## config.mk

```make
export PLATFORM = sky130hd
export DESIGN_NAME = alu_seq_exec
export DESIGN_NICKNAME = d
export VERILOG_FILES = /design/src/rtl/alu_seq_exec.sv
export SDC_FILE = /design/constraint.sdc
export NUM_CORES = 1
export LEC_CHECK = 0
export ABC_AREA = 0
export CAP_MARGIN = 20
export CORE_MARGIN = 1.5
export CORE_UTILIZATION = 35
export CTS_CLUSTER_DIAMETER = 30
export DETAILED_ROUTE_END_ITERATION = 10
export DONT_BUFFER_PORTS = 1
export PLACE_DENSITY = 0.56
export SLEW_MARGIN = 10
export SYNTH_ARGS = -nofsm -noshare
export SYNTH_HDL_FRONTEND = slang
export SYNTH_SLANG_ARGS = --single-unit
```

## constraint.sdc

```tcl
create_clock -name clk -period 6.2 [get_ports clk]
set_input_delay 1.24 -clock clk [delete_from_list [all_inputs] [get_ports clk]]
set_output_delay 1.24 -clock clk [all_outputs]
set_load 0.1 [all_outputs]
```

## src/rtl/alu_seq_exec.sv

```systemverilog
// alu_seq_exec -- execute-stage ALU with a valid/ready front and back end.
//
// Purpose:
//   Consumes the 4-bit Operation code produced by ALU decode together with
//   operands SrcA/SrcB and produces ALUResult/BranchTaken. Logic, add/sub,
//   compare, branch and unknown ops complete one cycle after accept. Shifts
//   run iteratively one bit per cycle. busy is high while a shift is in
//   flight so the pipeline front end can stall.
//
// Configuration macro:
//   FAST_SHIFT_EN  when defined, shifts use a single-cycle barrel shifter,
//                  the SHIFT state is never entered and busy is tied low.
//                  When undefined (default) only the 1-bit/cycle shifter
//                  exists.
//
// Ports:
//   clk          in   1        clock, rising edge
//   reset        in   1        asynchronous active-high reset
//   flush        in   1        synchronous abort of in-flight/held op
//   in_valid     in   1        Operation/SrcA/SrcB valid
//   in_ready     out  1        block can accept an op this cycle
//   Operation    in   4        op code
//   SrcA         in   DATA_W   operand A (rs1 / PC)
//   SrcB         in   DATA_W   operand B (rs2 / imm); shamt = SrcB[SHAMT_W-1:0]
//   out_valid    out  1        ALUResult/BranchTaken valid
//   out_ready    in   1        consumer takes result
//   ALUResult    out  DATA_W   result
//   BranchTaken  out  1        branch condition true (branch ops only)
//   busy         out  1        high while a shift is iterating

module alu_seq_exec #(
    parameter int DATA_W  = 32,
    parameter int SHAMT_W = $clog2(DATA_W)
) (
    input  logic              clk,
    input  logic              reset,
    input  logic              flush,
    input  logic              in_valid,
    output logic              in_ready,
    input  logic [3:0]        Operation,
    input  logic [DATA_W-1:0] SrcA,
    input  logic [DATA_W-1:0] SrcB,
    output logic              out_valid,
    input  logic              out_ready,
    output logic [DATA_W-1:0] ALUResult,
    output logic              BranchTaken,
    output logic              busy
);

    localparam logic [3:0] OP_AND = 4'b0000;
    localparam logic [3:0] OP_OR  = 4'b0001;
    localparam logic [3:0] OP_ADD = 4'b0010;
    localparam logic [3:0] OP_SLL = 4'b0011;
    localparam logic [3:0] OP_SRL = 4'b0100;
    localparam logic [3:0] OP_SRA = 4'b0110;
    localparam logic [3:0] OP_SUB = 4'b0111;
    localparam logic [3:0] OP_BEQ = 4'b1000;
    localparam logic [3:0] OP_BNE = 4'b1001;
    localparam logic [3:0] OP_BLT = 4'b1010;
    localparam logic [3:0] OP_BGE = 4'b1011;
    localparam logic [3:0] OP_XOR = 4'b1100;
    localparam logic [3:0] OP_SLT = 4'b1111;

`ifdef FAST_SHIFT_EN
    localparam bit FAST = 1'b1;
`else
    localparam bit FAST = 1'b0;
`endif

    typedef enum logic [1:0] {
        S_IDLE  = 2'd0,
        S_SHIFT = 2'd1,
        S_DONE  = 2'd2
    } state_t;

    state_t              state_q, state_d;
    logic [DATA_W-1:0]   res_q, res_d;
    logic                bt_q, bt_d;
    logic [DATA_W-1:0]   acc_q, acc_d;
    logic [SHAMT_W-1:0]  cnt_q, cnt_d;
    logic [3:0]          op_q, op_d;
    logic                accept;
    logic [SHAMT_W-1:0]  shamt;

    function automatic logic is_shift(input logic [3:0] op);
        return (op == OP_SLL) || (op == OP_SRL) || (op == OP_SRA);
    endfunction

    // One step of the iterative shifter; SRA replicates the sign bit.
    function automatic logic [DATA_W-1:0] shift_step(input logic [3:0]        op,
                                                     input logic [DATA_W-1:0] v);
        case (op)
            OP_SLL:  return {v[DATA_W-2:0], 1'b0};
            OP_SRL:  return {1'b0, v[DATA_W-1:1]};
            default: return {v[DATA_W-1], v[DATA_W-1:1]};
        endcase
    endfunction

    // Single-cycle result. In the default build shifts only reach this
    // function with shamt == 0, so they simply pass SrcA through.
    function automatic logic [DATA_W-1:0] alu_result(input logic [3:0]        op,
                                                     input logic [DATA_W-1:0] a,
                                                     input logic [DATA_W-1:0] b);
`ifdef FAST_SHIFT_EN
        logic [SHAMT_W-1:0]       sh;
        logic signed [DATA_W-1:0] sa;
        sh = b[SHAMT_W-1:0];
        sa = a;
`endif
        case (op)
            OP_AND:  return a & b;
            OP_OR:   return a | b;
            OP_ADD:  return a + b;
            OP_SUB:  return a - b;
            OP_XOR:  return a ^ b;
            OP_SLT:  return {{(DATA_W-1){1'b0}}, ($signed(a) < $signed(b))};
`ifdef FAST_SHIFT_EN
            OP_SLL:  return a << sh;
            OP_SRL:  return a >> sh;
            OP_SRA:  return sa >>> sh;
`else
            OP_SLL,
            OP_SRL,
            OP_SRA:  return a;
`endif
            default: return '0;
        endcase
    endfunction

    function automatic logic branch_taken(input logic [3:0]        op,
                                          input logic [DATA_W-1:0] a,
                                          input logic [DATA_W-1:0] b);
        case (op)
            OP_BEQ:  return a == b;
            OP_BNE:  return a != b;
            OP_BLT:  return $signed(a) <  $signed(b);
            OP_BGE:  return $signed(a) >= $signed(b);
            default: return 1'b0;
        endcase
    endfunction

    assign shamt = SrcB[SHAMT_W-1:0];

    // A held result may be replaced in the same cycle the consumer takes it.
    // flush blocks acceptance outright.
    assign in_ready  = !flush && ((state_q == S_IDLE) ||
                                  ((state_q == S_DONE) && out_ready));
    assign accept    = in_valid && in_ready;
    assign out_valid = (state_q == S_DONE);
    assign ALUResult = res_q;
    assign BranchTaken = bt_q;

`ifdef FAST_SHIFT_EN
    assign busy = 1'b0;
`else
    assign busy = (state_q == S_SHIFT);
`endif

    always_comb begin
        state_d = state_q;
        res_d   = res_q;
        bt_d    = bt_q;
        acc_d   = acc_q;
        cnt_d   = cnt_q;
        op_d    = op_q;

        case (state_q)
            S_SHIFT: begin
                acc_d = shift_step(op_q, acc_q);
                cnt_d = cnt_q - SHAMT_W'(1);
                // Last step: publish the final shifted value directly.
                if (cnt_q == SHAMT_W'(1)) begin
                    state_d = S_DONE;
                    res_d   = shift_step(op_q, acc_q);
                    bt_d    = 1'b0;
                end
            end
            S_DONE: begin
                if (out_ready) begin
                    state_d = S_IDLE;
                end
            end
            default: begin
                state_d = state_q;
            end
        endcase

        // accept is only possible from IDLE or a draining DONE.
        if (accept) begin
            op_d = Operation;
            if (!FAST && is_shift(Operation) && (shamt != '0)) begin
                state_d = S_SHIFT;
                acc_d   = SrcA;
                cnt_d   = shamt;
            end else begin
                state_d = S_DONE;
                res_d   = alu_result(Operation, SrcA, SrcB);
                bt_d    = branch_taken(Operation, SrcA, SrcB);
            end
        end

        if (flush) begin
            state_d = S_IDLE;
        end
    end

    always_ff @(posedge clk or posedge reset) begin
        if (reset) begin
            state_q <= S_IDLE;
            res_q   <= '0;
            bt_q    <= 1'b0;
            acc_q   <= '0;
            cnt_q   <= '0;
            op_q    <= '0;
        end else begin
            state_q <= state_d;
            res_q   <= res_d;
            bt_q    <= bt_d;
            acc_q   <= acc_d;
            cnt_q   <= cnt_d;
            op_q    <= op_d;
        end
    end

endmodule

```

==> results.json <==
{
  "cap_violations": 0,
  "numCtsBuffers": 9,
  "synth_top_flop_cell": "dfrtp_1",
  "dpl_cell_area_sq_um": 9480,
  "fin_hold_ws_ns": 0.542,
  "ys_types": 81,
  "fin_nets": 1357,
  "worst_clock_skew_ns": 0.00667,
  "ys_warn_count": 0,
  "worstSetupPathType": "in -> reg",
  "synth_edf_count": 0,
  "final_util_pct": 37.8,
  "yosys.area.top_type": "dfrtp_1",
  "synth-async-reset-ratio_pct": 100,
  "syn2layout_area_growth_pct": 6.47,
  "clock_sinks": 76,
  "final-hold-violation-count": 0,
  "fp.dieH_microns": 165,
  "post_drt_wl_per_cell_microns": 21.9,
  "vias": 9214,
  "grt_max_degree": 77,
  "io_buffer_count": 0,
  "stdcell_count": 1512,
  "grt_antenna_before_repair": 0,
  "synthCells": 1223,
  "syn_nets": 1408,
  "cts.clk_slew.worst_paths_ns": 0.06,
  "leakagePower_uw": 0.00417,
  "viasPerCell": 6.09,
  "synth_area_sq_um": 9210,
  "ioPinCount": 109,
  "cp_max_fo": 4,
  "clk_path_buf_depth": 2,
  "design_area_sq_um": 9800,
  "synth_top_area_share_pct": 20.7,
  "slew_viol_final": 0,
  "cts_root_buffer": "clkbuf_16",
  "die_x_microns": 165,
  "rsz0062_at_grt": "false",
  "setup_tns_ns": 0,
  "power_density_nw_per_um2": 255,
  "required_ns": 6.44,
  "drt.antenna.violating_nets": 0,
  "synth_area_per_cell_sq_um": 7.53,
  "hold_buffers": 0,
  "critPathLaunchType": "input port",
  "drt_iter0_drc": 989,
  "wirelength_microns": 33100,
  "post-dp-hpwl_microns": 25400,
  "setup_viol": 0,
  "cts.repair.resized": 0,
  "place_inst": 1496,
  "rows": 59,
  "place.gp.congestion": 0.938,
  "crit_path_end_kind": "flop",
  "min_period_ns": 3.94,
  "drt_pre_antenna_iters": 6,
  "grt_pass1_vias": 8375,
  "maxSlewHeadroom_pct": 26.3,
  "post_cts_buffers": 0,
  "drive_gt1_share_pct": 6.46,
  "max_freq_mhz": 254,
  "period_share_pct": 63.6,
  "peakVddDrop_v": 0.000189,
  "grt_overflow_total": 0,
  "synth_seq_cells": 76,
  "hold_class": "reg -> reg",
  "grt_pass1_wl_microns": 49900,
  "status": "complete, no violations",
  "clock_latency_ns": 0.34,
  "cts_tree": "done",
  "n_antenna_cell": 0,
  "crit_arrival_ns": 4.18,
  "dieArea_sq_um": 27300,
  "htree_levels": 3,
  "core-area_sq_um": 25900,
  "grt.total_usage_pct": 24.0,
  "synth_area_leaders": "dfrtp_1 21%, ha_1 15%, a21oi_1 7.4%",
  "worstMarginPinSlew_ns": 1.10,
  "initial_core_util_pct": 35.5,
  "drc": 0,
  "yosysSeqAreaShare_pct": 20.7
}
## area by class of cell
cell class                 instances  area (sq um)
clock buffer                      13           280
clock inverter                     3          42.5
fill                            2647         16100
inverter                         103           388
multi-input combinational        963          6630
sequential                        76          1900
tap                              335           419
timing repair buffer              19           143
## cells in the mapped netlist (7+ instances only)
| master | count |
|---|---|
| nor3_1 | 16 |
| nand2_1 | 112 |
| nor2b_1 | 8 |
| nand4_1 | 7 |
| a211oi_1 | 21 |
| o21bai_1 | 20 |
| buf_2 | 8 |
| nor4_1 | 12 |
| a221o_1 | 7 |
| o31ai_1 | 8 |
| o221ai_1 | 18 |
| nand3_1 | 23 |
| a221oi_1 | 23 |
| nor2_1 | 109 |
| dfrtp_1 | 76 |
| inv_1 | 98 |
| a31oi_1 | 10 |
| o21ai_0 | 71 |
| clkbuf_1 | 59 |
| buf_1 | 9 |
| ha_1 | 110 |
| a22oi_1 | 8 |
| o22ai_1 | 24 |
| nand2b_1 | 11 |
| and3_1 | 11 |
| xnor2_1 | 17 |
| and2_1 | 8 |
| mux2i_1 | 39 |
| a21oi_1 | 136 |
| a21o_1 | 17 |
| o211ai_1 | 21 |
## sequential cells by signal, summed over array words and instances, names as in the netlist
signal,cells
ALUResult,32
BranchTaken,1
acc_q,32
cnt_q,5
op_q,4
state_q,2
## layout by cell type (no fill, tap or decap), types with 23 or more instances in the layout
cell,count
dfrtp_1,76
mux2i_1,39
o22ai_1,24
inv_1,97
ha_1,110
a221oi_1,23
nand3_1,23
a21oi_1,136
nor2_1,108
nand2_1,112
o21ai_0,71
## metrics by stage
stage	setup slack, ns	power (uW)
2_1_floorplan	0.980	1700
4_1_cts	2.32	2500
3_3_place_gp	2.01	1930
5_1_grt	2.19	2650
6_report	2.26	2500
3_5_place_dp	1.97	1940
## report_power, final
part	switching [uW]	leakage [uW]	internal, uW
registers	439	0.000965	650
logic	518	0.00305	335
clock network	203	0.000158	355
total	1160	0.00417	1340
## final timing paths
path,from,endpoint,slack (ns),cells after the start
setup / recovery,SrcA[0],ALUResult[22],2.26,12
hold / removal,op_q[0],op_q[0],0.54,1
setup reg to reg,state_q[0],ALUResult[30],2.92,8
hold reg to reg,op_q[0],op_q[0],0.54,1
max in group asynchronous,reset,acc_q[18],4.46,2
min in group asynchronous,reset,acc_q[6],1.06,2
## cells by family after synthesis
family | count (synthesis) | share of synthesized area (%)
multiplexers | 45 | 4.97
AND/OR/NAND/NOR | 341 | 17.1
flip-flops | 76 | 20.7
XOR/XNOR | 19 | 1.81
buffers and inverters | 184 | 7.81
adder cells (fa/ha/maj) | 112 | 15.4
AO/OA/AOI/OAI | 446 | 32.3
## critical path: stages
cell and delay, ns:
ha_1 0.22, inv_1 0.08, fa_1 0.42, nor2b_1 0.14
o21ai_1 0.09, a211o_1 0.36, a21oi_1 0.32, o2111ai_1 0.30
o21ai_0 0.31, a31oi_1 0.19, o221a_2 0.31, a31oi_1 0.21
## layer usage
| metal | share of wire [%] | global-route usage (%) | wire length, microns |
|---|---|---|---|
| met3 | 10 | 5.07 | 3440 |
| met2 | 42 | 35.1 | 13900 |
| met5 | 0 | 0 | 0 |
| met1 | 46 | 35.7 | 15300 |
| met4 | 1.6 | 5.12 | 521 |
Power figures use the tool's default switching activity.
